`src/rtl/if_id_pkg.sv`:
```
// Shared IF/ID definitions: queue sizing defaults and control state encoding.
// Used by the IF/ID buffer and its control block.
package if_id_pkg;

  localparam int IF_ID_SZ_DEF  = 8;
  localparam int IF_ID_IDX_DEF = 3;
  localparam int REDIRECT_DEF  = 2;

  typedef enum logic [1:0] {
    ST_RUN   = 2'd0,
    ST_FLUSH = 2'd1,
    ST_WAIT  = 2'd2
  } if_id_state_e;

  function automatic int wait_width(input int lat);
    return (lat < 2) ? 1 : $clog2(lat + 1);
  endfunction

endpackage

```
`src/rtl/if_id_ctrl.sv`:
```
// IF/ID queue control: write/read strobes, occupancy and flush/redirect sequencing.
// Strobes drive all three buffer lanes (NPC, IR, valid) in lockstep.
module if_id_ctrl
  import if_id_pkg::*;
#(
  parameter int IF_ID_SZ     = IF_ID_SZ_DEF,
  parameter int IF_ID_IDX    = IF_ID_IDX_DEF,
  parameter int REDIRECT_LAT = REDIRECT_DEF
) (
  input  logic             clk,
  input  logic             reset,
  input  logic             if_valid1,
  input  logic             if_valid2,
  input  logic             id_accept1,
  input  logic             id_accept2,
  input  logic             flush,
  output logic             din1_en,
  output logic             din2_en,
  output logic             dout1_req,
  output logic             dout2_req,
  output logic             cb_clear,
  output logic             if_id_enable,
  output logic [IF_ID_IDX:0] count,
  output logic             out_valid1,
  output logic             out_valid2,
  output logic             fetch_stall,
  output logic             full,
  output logic             full_almost
);

  localparam int CW = IF_ID_IDX + 1;
  localparam int WW = wait_width(REDIRECT_LAT);

  localparam logic [IF_ID_IDX:0] SZ_C  = CW'(IF_ID_SZ);
  localparam logic [IF_ID_IDX:0] SZ_M1 = CW'(IF_ID_SZ - 1);
  localparam logic [IF_ID_IDX:0] SZ_M2 = CW'(IF_ID_SZ - 2);
  localparam logic [IF_ID_IDX:0] ONE_C = CW'(1);
  localparam logic [IF_ID_IDX:0] TWO_C = CW'(2);
  localparam logic [WW-1:0]      LAT_C = WW'(REDIRECT_LAT);
  localparam logic [WW-1:0]      W_ONE = WW'(1);

  if_id_state_e        state_q, state_d;
  logic [IF_ID_IDX:0]  count_q, count_d;
  logic [WW-1:0]       wait_q, wait_d;

  logic run_st;
  logic flush_st;
  logic wait_st;
  logic wr_ok;
  logic rd_ok;
  logic [IF_ID_IDX:0] cnt_nxt;

  always_comb begin
    run_st   = (state_q == ST_RUN);
    flush_st = (state_q == ST_FLUSH);
    wait_st  = (state_q == ST_WAIT);
    // Reset and flush both suppress every strobe in the cycle they are seen
    wr_ok    = reset && !flush && run_st;
    rd_ok    = reset && !flush && (run_st || wait_st);
  end

  always_comb begin
    din1_en   = wr_ok && if_valid1 && (count_q < SZ_C);
    din2_en   = din1_en && if_valid2 && (count_q <= SZ_M2);
    dout1_req = rd_ok && id_accept1 && (count_q >= ONE_C);
    dout2_req = dout1_req && id_accept2 && (count_q >= TWO_C);
    cnt_nxt   = count_q
              + CW'(din1_en) + CW'(din2_en)
              - CW'(dout1_req) - CW'(dout2_req);
  end

  always_comb begin
    cb_clear     = reset && flush_st;
    if_id_enable = run_st || wait_st;
    count        = count_q;
    out_valid1   = (count_q >= ONE_C);
    out_valid2   = (count_q >= TWO_C);
    full         = (count_q == SZ_C);
    full_almost  = (count_q >= SZ_M1);
    fetch_stall  = (count_q > SZ_M2) || !run_st;
  end

  always_comb begin
    state_d = state_q;
    count_d = cnt_nxt;
    wait_d  = wait_q;
    if (flush) begin
      state_d = ST_FLUSH;
      count_d = '0;
    end else begin
      case (state_q)
        ST_RUN: ;
        ST_FLUSH: begin
          count_d = '0;
          if (REDIRECT_LAT == 0) begin
            state_d = ST_RUN;
          end else begin
            state_d = ST_WAIT;
            wait_d  = LAT_C;
          end
        end
        ST_WAIT: begin
          wait_d = wait_q - W_ONE;
          if (wait_q <= W_ONE) state_d = ST_RUN;
        end
        default: begin
          state_d = ST_FLUSH;
          count_d = '0;
        end
      endcase
    end
  end

  always_ff @(posedge clk) begin
    if (!reset) begin
      state_q <= ST_FLUSH;
      count_q <= '0;
      wait_q  <= '0;
    end else begin
      state_q <= state_d;
      count_q <= count_d;
      wait_q  <= wait_d;
    end
  end

endmodule

```
`config.mk`:
```
export PLATFORM = sky130hd
export DESIGN_NAME = if_id_ctrl
export DESIGN_NICKNAME = d
export VERILOG_FILES = /design/src/rtl/if_id_pkg.sv /design/src/rtl/if_id_ctrl.sv
export SDC_FILE = /design/constraint.sdc
export NUM_CORES = 1
export LEC_CHECK = 0
export ABC_CLOCK_PERIOD_IN_PS = 7200
export CAP_MARGIN = 30
export CORE_MARGIN = 2
export CORE_UTILIZATION = 30
export CTS_CLUSTER_DIAMETER = 30
export DETAILED_ROUTE_END_ITERATION = 10
export PLACE_DENSITY = 0.68
export REMOVE_ABC_BUFFERS = 1
export SYNTH_ARGS = -nofsm -noshare
export SYNTH_HDL_FRONTEND = slang
export SYNTH_SLANG_ARGS = --single-unit
```
`constraint.sdc`:
```
create_clock -name clk -period 7.2 [get_ports clk]
set_input_delay 0.72 -clock clk [delete_from_list [all_inputs] [get_ports clk]]
set_output_delay 0.72 -clock clk [all_outputs]
set_load 0.01 [all_outputs]
```
==> results_dict.tcl, run 1 <==
set metrics [dict create \
    maximum_number_of_pins_on_one_net_before_global_route_repair 6 \
    worst_pin_slew_ns 0.2722 \
    wirelength_mm 1.230 \
    postSynthRegisterBits 8 \
    syn_inst 73 \
    placed_cells_incl_taps 121 \
    dp.final_hpwl_mm 1.078 \
    syn_area_um2 644.4 \
    die_x_um 50.35 \
    final.hold.worst_slack_ns 0.5241 \
    clock_tree_from_tritoncts "done" \
    avgSynthCellArea_um2 8.827 \
    drc_errors_left 0 \
    initial_core_util_pct 32.19 \
    vdd_ir_drop_max_mv 0.07052 \
    netlist.top_cell.by_area "sky130_fd_sc_hd__dfxtp_1" \
    mostFrequentLayoutCell "sky130_fd_sc_hd__clkdlybuf4s50_1" \
    post_layout_nonfiller_instances 124 \
    num_vias 562 \
    io_pins 22 \
    end_kind "flip-flop" \
    drt-initial-drc-count 3 \
    overall_overflow_remaining_after_global_route 0 \
    reg_power_share_pct 45.5 \
    post_drt_wl_per_cell_um 9.919 \
    slew_viol_final 0 \
    setup_repair_after_global_routing_missed_its_margin "no" \
    setup.worst_path.start_class "input port" \
    gp_congestion 0.7245 \
    clkLatencyLatePin_ns 0.25 \
    cts_made_buffers 3 \
    drt.antenna.violating_nets 0 \
    die_area_mm2 0.002535 \
    maxCapViolCount 0 \
    timing.final.ws_setup_ns 3.898 \
    critical_path_class "in -> reg" \
    cts.sinks 8 \
    total_leakage_power_nw 0.4075 \
    cts.hold.buffers_added 0 \
    cts_htree_levels 1 \
    placement_rows 16 \
    gr-usage-all-layers_pct 10.58 \
    final.min_clock_period_ns 3.302 \
    placedInstanceArea_um2 888.4 \
    final-hold-violation-count 0 \
    port_buffers 21 \
    worst-endpoint-required_ns 7.34 \
    path_clk_slew_ns 0.06 \
    stdcell_area_um2 910.9 \
    drt-pass1-iter-count 2 \
    period_share_pct 45.86 \
    post_cts.repair.setup_buffers 0 \
    share_comb_of_total_power_pct 21.1 \
    synth.yosys.seq_area_share_pct 24.85 \
    register_to_register_setup_slack_ns 4.26 \
    fp.dieH_um 50.35 \
    yosysUniqueCellTypes 27 \
    total_inserted_antenna_cells 0 \
    finalNetCount 119 \
    run_status "completed" \
    p_int_w 0.00007744 \
    cp_data_arrival_time_ns 3.45 \
    pre_cts_setup_slack_ns 3.613 \
    area_of_the_core_region_mm2 0.002002 \
    sw_frac_of_total_pct 25.70 \
    route.detailed.vias_per_inst 4.532 \
    worst_slew_margin_pct 81.82 \
    fin_worst_skew_ns 0.002064 \
    timing.setup.tns_ns 0 \
    layout-drive-gt1-share_pct 8.247 \
    first_global_vias 494 \
    antenna_found_initial 0 \
    crit_fanout 5 \
    area_share_of_the_leading_cell_type_in_the_synthesized_netlist_pct 24.85 \
    layout_common_cells "sky130_fd_sc_hd__clkdlybuf4s50_1, sky130_fd_sc_hd__inv_1, sky130_fd_sc_hd__ha_1, sky130_fd_sc_hd__dfxtp_1, sky130_fd_sc_hd__nand2_1" \
    first_pass_grt_wire_length_mm 2.028 \
    holdCritPathClass "reg -> reg" \
    p_sw_w 0.00002678 \
    setup_viol 0 \
    cts-resized-gates 0 \
    clockPowerShare_pct 33.4 \
    area_growth_syn_to_layout_pct 41.36 \
    max_freq_mhz 302.9 \
    netlist_top_cells_area "sky130_fd_sc_hd__dfxtp_1, sky130_fd_sc_hd__ha_1, sky130_fd_sc_hd__fa_1" \
    cts.root.buffer_cell "sky130_fd_sc_hd__clkbuf_4" \
    ctsLongestPathBuffers 2 \
    power.density_cell_area_mw_per_mm2 114.4 \
    ys.warnings.count 0 \
]
## flip-flops by register name (all words and copies together) (netlist names)
name	count
count	4
state_q	2
wait_q	2
## metal layers
| metal | GRT usage (%) | routed length (um) | vias to the layer above |
|---|---|---|---|
| li1 | - | - | 289 |
| met1 | 12.92 | 564 | 250 |
| met2 | 17.32 | 567 | 21 |
| met3 | 2.381 | 90 | 2 |
| met4 | 5.405 | 7 | 0 |
| met5 | 0 | 0 | - |
## logic make-up after synthesis
kind of cell	Yosys count	synth area share, %
buffers and inverters	14	8.155
multiplexers	1	1.553
flip-flops	8	24.85
adder cells (fa/ha/maj)	13	28.74
AND/OR/NAND/NOR	30	28.35
AO/OA/AOI/OAI	6	6.991
XOR/XNOR	1	1.359
## critical path, cell delays in order
cell                              delay (ns)
sky130_fd_sc_hd__clkdlybuf4s50_1        0.52
sky130_fd_sc_hd__and2b_2                0.19
sky130_fd_sc_hd__and2_4                 0.16
sky130_fd_sc_hd__nand3_1                0.10
sky130_fd_sc_hd__fa_1                   0.51
sky130_fd_sc_hd__inv_1                  0.05
sky130_fd_sc_hd__fa_1                   0.36
sky130_fd_sc_hd__inv_1                  0.07
sky130_fd_sc_hd__ha_1                   0.13
sky130_fd_sc_hd__inv_1                  0.04
sky130_fd_sc_hd__fa_1                   0.37
sky130_fd_sc_hd__xnor2_1                0.16
sky130_fd_sc_hd__nor2_1                 0.05
## metrics by stage
stage / utilization, % / total power [W]
6_report: 45.50 / 0.0001042
3_3_place_gp: 44.38 / 0.00007004
5_1_grt: 45.50 / 0.0001097
2_1_floorplan: - / 0.00006029
3_5_place_dp: 44.38 / 0.00007045
4_1_cts: 45.50 / 0.0001060
## power groups by stage
stage	clock network [W]	registers, W	logic (W)
2_1_floorplan	0	0.0000481	0.0000122
3_3_place_gp	0	0.0000484	0.0000217
3_5_place_dp	0	0.0000484	0.0000220
4_1_cts	0.0000363	0.0000474	0.0000223
5_1_grt	0.0000375	0.0000476	0.0000245
6_report	0.0000348	0.0000474	0.0000220
## cells in the mapped netlist
cell type / instances
sky130_fd_sc_hd__a211oi_1: 1
sky130_fd_sc_hd__dfxtp_1: 8
sky130_fd_sc_hd__nor2b_1: 3
sky130_fd_sc_hd__a41oi_1: 1
sky130_fd_sc_hd__or2_4: 1
sky130_fd_sc_hd__ha_1: 10
sky130_fd_sc_hd__and4_4: 1
sky130_fd_sc_hd__mux2i_1: 1
sky130_fd_sc_hd__nor2_1: 3
sky130_fd_sc_hd__nand3_1: 4
sky130_fd_sc_hd__a21o_1: 1
sky130_fd_sc_hd__nor3_2: 1
sky130_fd_sc_hd__nand4_1: 1
sky130_fd_sc_hd__and2_4: 1
sky130_fd_sc_hd__a21oi_1: 1
sky130_fd_sc_hd__nand3b_1: 2
sky130_fd_sc_hd__o211a_1: 1
sky130_fd_sc_hd__xnor2_1: 1
sky130_fd_sc_hd__inv_1: 14
sky130_fd_sc_hd__nand2_1: 5
sky130_fd_sc_hd__fa_1: 3
sky130_fd_sc_hd__and2b_2: 1
sky130_fd_sc_hd__a31oi_1: 1
sky130_fd_sc_hd__and2_1: 1
sky130_fd_sc_hd__and3_1: 4
sky130_fd_sc_hd__or2b_1: 1
sky130_fd_sc_hd__nand2b_1: 1
## final timing paths
kind,endpoint,from,cells after the start
worst max-delay path,count[3],reset,13
worst min-delay path,wait_q[1],wait_q[1],1
worst max register to register,count[3],state_q[1],14
worst min register to register,wait_q[1],wait_q[1],1
## cell type report
cell class	count	area [um2]
Timing Repair Buffer	21	210.2
Inverter	14	52.55
Sequential cell	8	160.2
Tap cell	27	33.78
Multi-Input combinational cell	51	431.7
Clock buffer	3	22.52
Fill cell	223	1091
No activity file was read; power rests on OpenSTA's default activity.
==> run 2: changes to the inputs <==
Settings changed: ABC_CLOCK_PERIOD_IN_PS 7200 to 3200.
Clock period 7.2 ns to 3.2 ns, I/O delays scaled along.
==> results_dict.tcl, run 2 (synthesis gave the netlist of run 1 again) <==
set metrics [dict create \
    end_kind "flip-flop" \
    final.min_clock_period_ns 2.884 \
    area_growth_syn_to_layout_pct 44.85 \
    critical_path.cell_chain "inv_1 > ha_1 > nand2_1 > nor3_2 > and3_1 > fa_1 > inv_1 > fa_1 > inv_1 > ha_1 > inv_1 > fa_1 > xnor2_1 > nor2_1" \
    layout_common_cells "sky130_fd_sc_hd__clkdlybuf4s50_1, sky130_fd_sc_hd__inv_1, sky130_fd_sc_hd__ha_1, sky130_fd_sc_hd__dfxtp_1, sky130_fd_sc_hd__nand2_1" \
    drt-pass1-iter-count 3 \
    maxCapViolCount 0 \
    dp.final_hpwl_mm 1.137 \
    crit_fanout 4 \
    timing.setup.tns_ns 0 \
    fp.dieH_um 50.35 \
    final.hold.worst_slack_ns 0.5363 \
    finalNetCount 122 \
    total_leakage_power_nw 0.4229 \
    largest_register_ff_count 4 \
    drt.antenna.violating_nets 0 \
    post_layout_nonfiller_instances 127 \
    path_clk_slew_ns 0.06 \
    worst-endpoint-required_ns 3.34 \
    drc_errors_left 0 \
    layout-drive-gt1-share_pct 11.00 \
    mostFrequentLayoutCell "sky130_fd_sc_hd__clkdlybuf4s50_1" \
    gr-usage-all-layers_pct 11.57 \
    cts.root.buffer_cell "sky130_fd_sc_hd__clkbuf_4" \
    io_pins 22 \
    total_inserted_antenna_cells 0 \
    antenna_found_initial 0 \
    period_share_pct 90.13 \
    area_of_the_core_region_mm2 0.002002 \
    register_to_register_setup_slack_ns 0.32 \
    timing.critical_path.slowest_stage_cell "sky130_fd_sc_hd__fa_1" \
    worst_slew_margin_pct 83.70 \
    final-hold-violation-count 0 \
    vdd_ir_drop_max_mv 0.1953 \
    fin_worst_skew_ns 0.006684 \
    overall_overflow_remaining_after_global_route 0 \
    placement_rows 16 \
    initial_core_util_pct 32.19 \
    max_freq_mhz 346.7 \
    worst_pin_slew_ns 0.2440 \
    route.detailed.vias_per_inst 4.535 \
    num_vias 576 \
    regToRegStartpoint "state_q[0]" \
    critical_path_class "reg -> reg" \
    post_cts.repair.setup_buffers 0 \
    setup.worst_path.end "count[3]" \
    slowest_delay_ns 0.53 \
    maximum_number_of_pins_on_one_net_before_global_route_repair 6 \
    critPathMostFrequentCell "sky130_fd_sc_hd__inv_1" \
    ctsLongestPathBuffers 2 \
    first_global_vias 524 \
    die_x_um 50.35 \
    placed_cells_incl_taps 124 \
    cts.sinks 8 \
    post_drt_wl_per_cell_um 10.28 \
    die_area_mm2 0.002535 \
    gp_congestion 0.7435 \
    drt-initial-drc-count 5 \
    slew_viol_final 0 \
    cts.hold.buffers_added 0 \
    wirelength_mm 1.306 \
    port_buffers 21 \
    run_status "completed" \
    timing.hold.worst.start "wait_q[1]" \
    cp_data_arrival_time_ns 3.03 \
    holdCritPathClass "reg -> reg" \
    critPathLaunch "state_q[0]" \
    n_fill_cell 212 \
    clkLatencyLatePin_ns 0.25 \
    setup.worst_path.start_class "flip-flop" \
    clock_tree_from_tritoncts "done" \
    timing.final.ws_setup_ns 0.3158 \
    setup_viol 0 \
    power.density_cell_area_mw_per_mm2 251.9 \
    cts_htree_levels 1 \
    cts-resized-gates 0 \
    setup_repair_after_global_routing_missed_its_margin "no" \
    first_pass_grt_wire_length_mm 2.187 \
    rr_worst_depth 14 \
    timing.rr.end "count[3]" \
    cts_made_buffers 3 \
    pre_cts_setup_slack_ns 0.04489 \
]
==> run 2: cell types whose count changed in the layout (fill, tap and decap cells not counted) <==
cell | before | now
sky130_fd_sc_hd__buf_4 | 0 | 3
==> run 2: how the worst min path moves through the flow <==
stage	endpoint	slack, ns	cells after the start
2_1_floorplan	wait_q[0]	0.45	1
3_5_place_dp	wait_q[1]	0.53	1
5_1_grt	wait_q[1]	0.58	1
4_1_cts	wait_q[1]	0.54	1
6_report	wait_q[1]	0.54	1
3_3_place_gp	wait_q[1]	0.51	1
==> run 2: routing by layer <==
layer / GRT usage [%] / part of all wire (%) / vias to the layer above
met5: 0 / 0 / -
met4: 6.757 / 2.2 / 0
met3: 2.976 / 7.7 / 4
met2: 18.20 / 44 / 23
met1: 14.18 / 46 / 252
li1: - / - / 297
==> run 2: final cells by class <==
| class | instances | area [um2] | share of cell area [%] |
|---|---|---|---|
| Multi-Input combinational cell | 51 | 431.7 | 46.25 |
| Timing Repair Buffer | 24 | 232.7 | 24.93 |
| Sequential cell | 8 | 160.2 | 17.16 |
| Inverter | 14 | 52.55 | 5.630 |
| Tap cell | 27 | 33.78 | 3.619 |
| Clock buffer | 3 | 22.52 | 2.413 |
==> run 2: power breakdown <==
part	total [W]	internal, W	leakage, nW	switching, W
sequential	0.000107	0.000104	0.0651	0.00000314
clock	0.0000761	0.0000428	0.0138	0.0000333
combinational	0.0000521	0.0000295	0.344	0.0000226
==> run 2: critical path, delay by kind of cell, from the launching register on <==
kind / cells / cell delay [ns]
buffers and inverters: 4 / 0.25
adders and majority gates: 5 / 1.62
and+or+nand+nor: 4 / 0.38
DFF: 1 / 0.37
xor gates and xnor gates: 1 / 0.16
==> run 2: metrics by stage <==
step	utilization [%]	instance area, um2	power (W)
2_1_floorplan	-	644.4	0.0001357
3_3_place_gp	45.50	910.9	0.0001603
3_5_place_dp	45.50	910.9	0.0001612
4_1_cts	46.63	933.4	0.0002403
5_1_grt	46.63	933.4	0.0002521
6_report	46.63	933.4	0.0002351
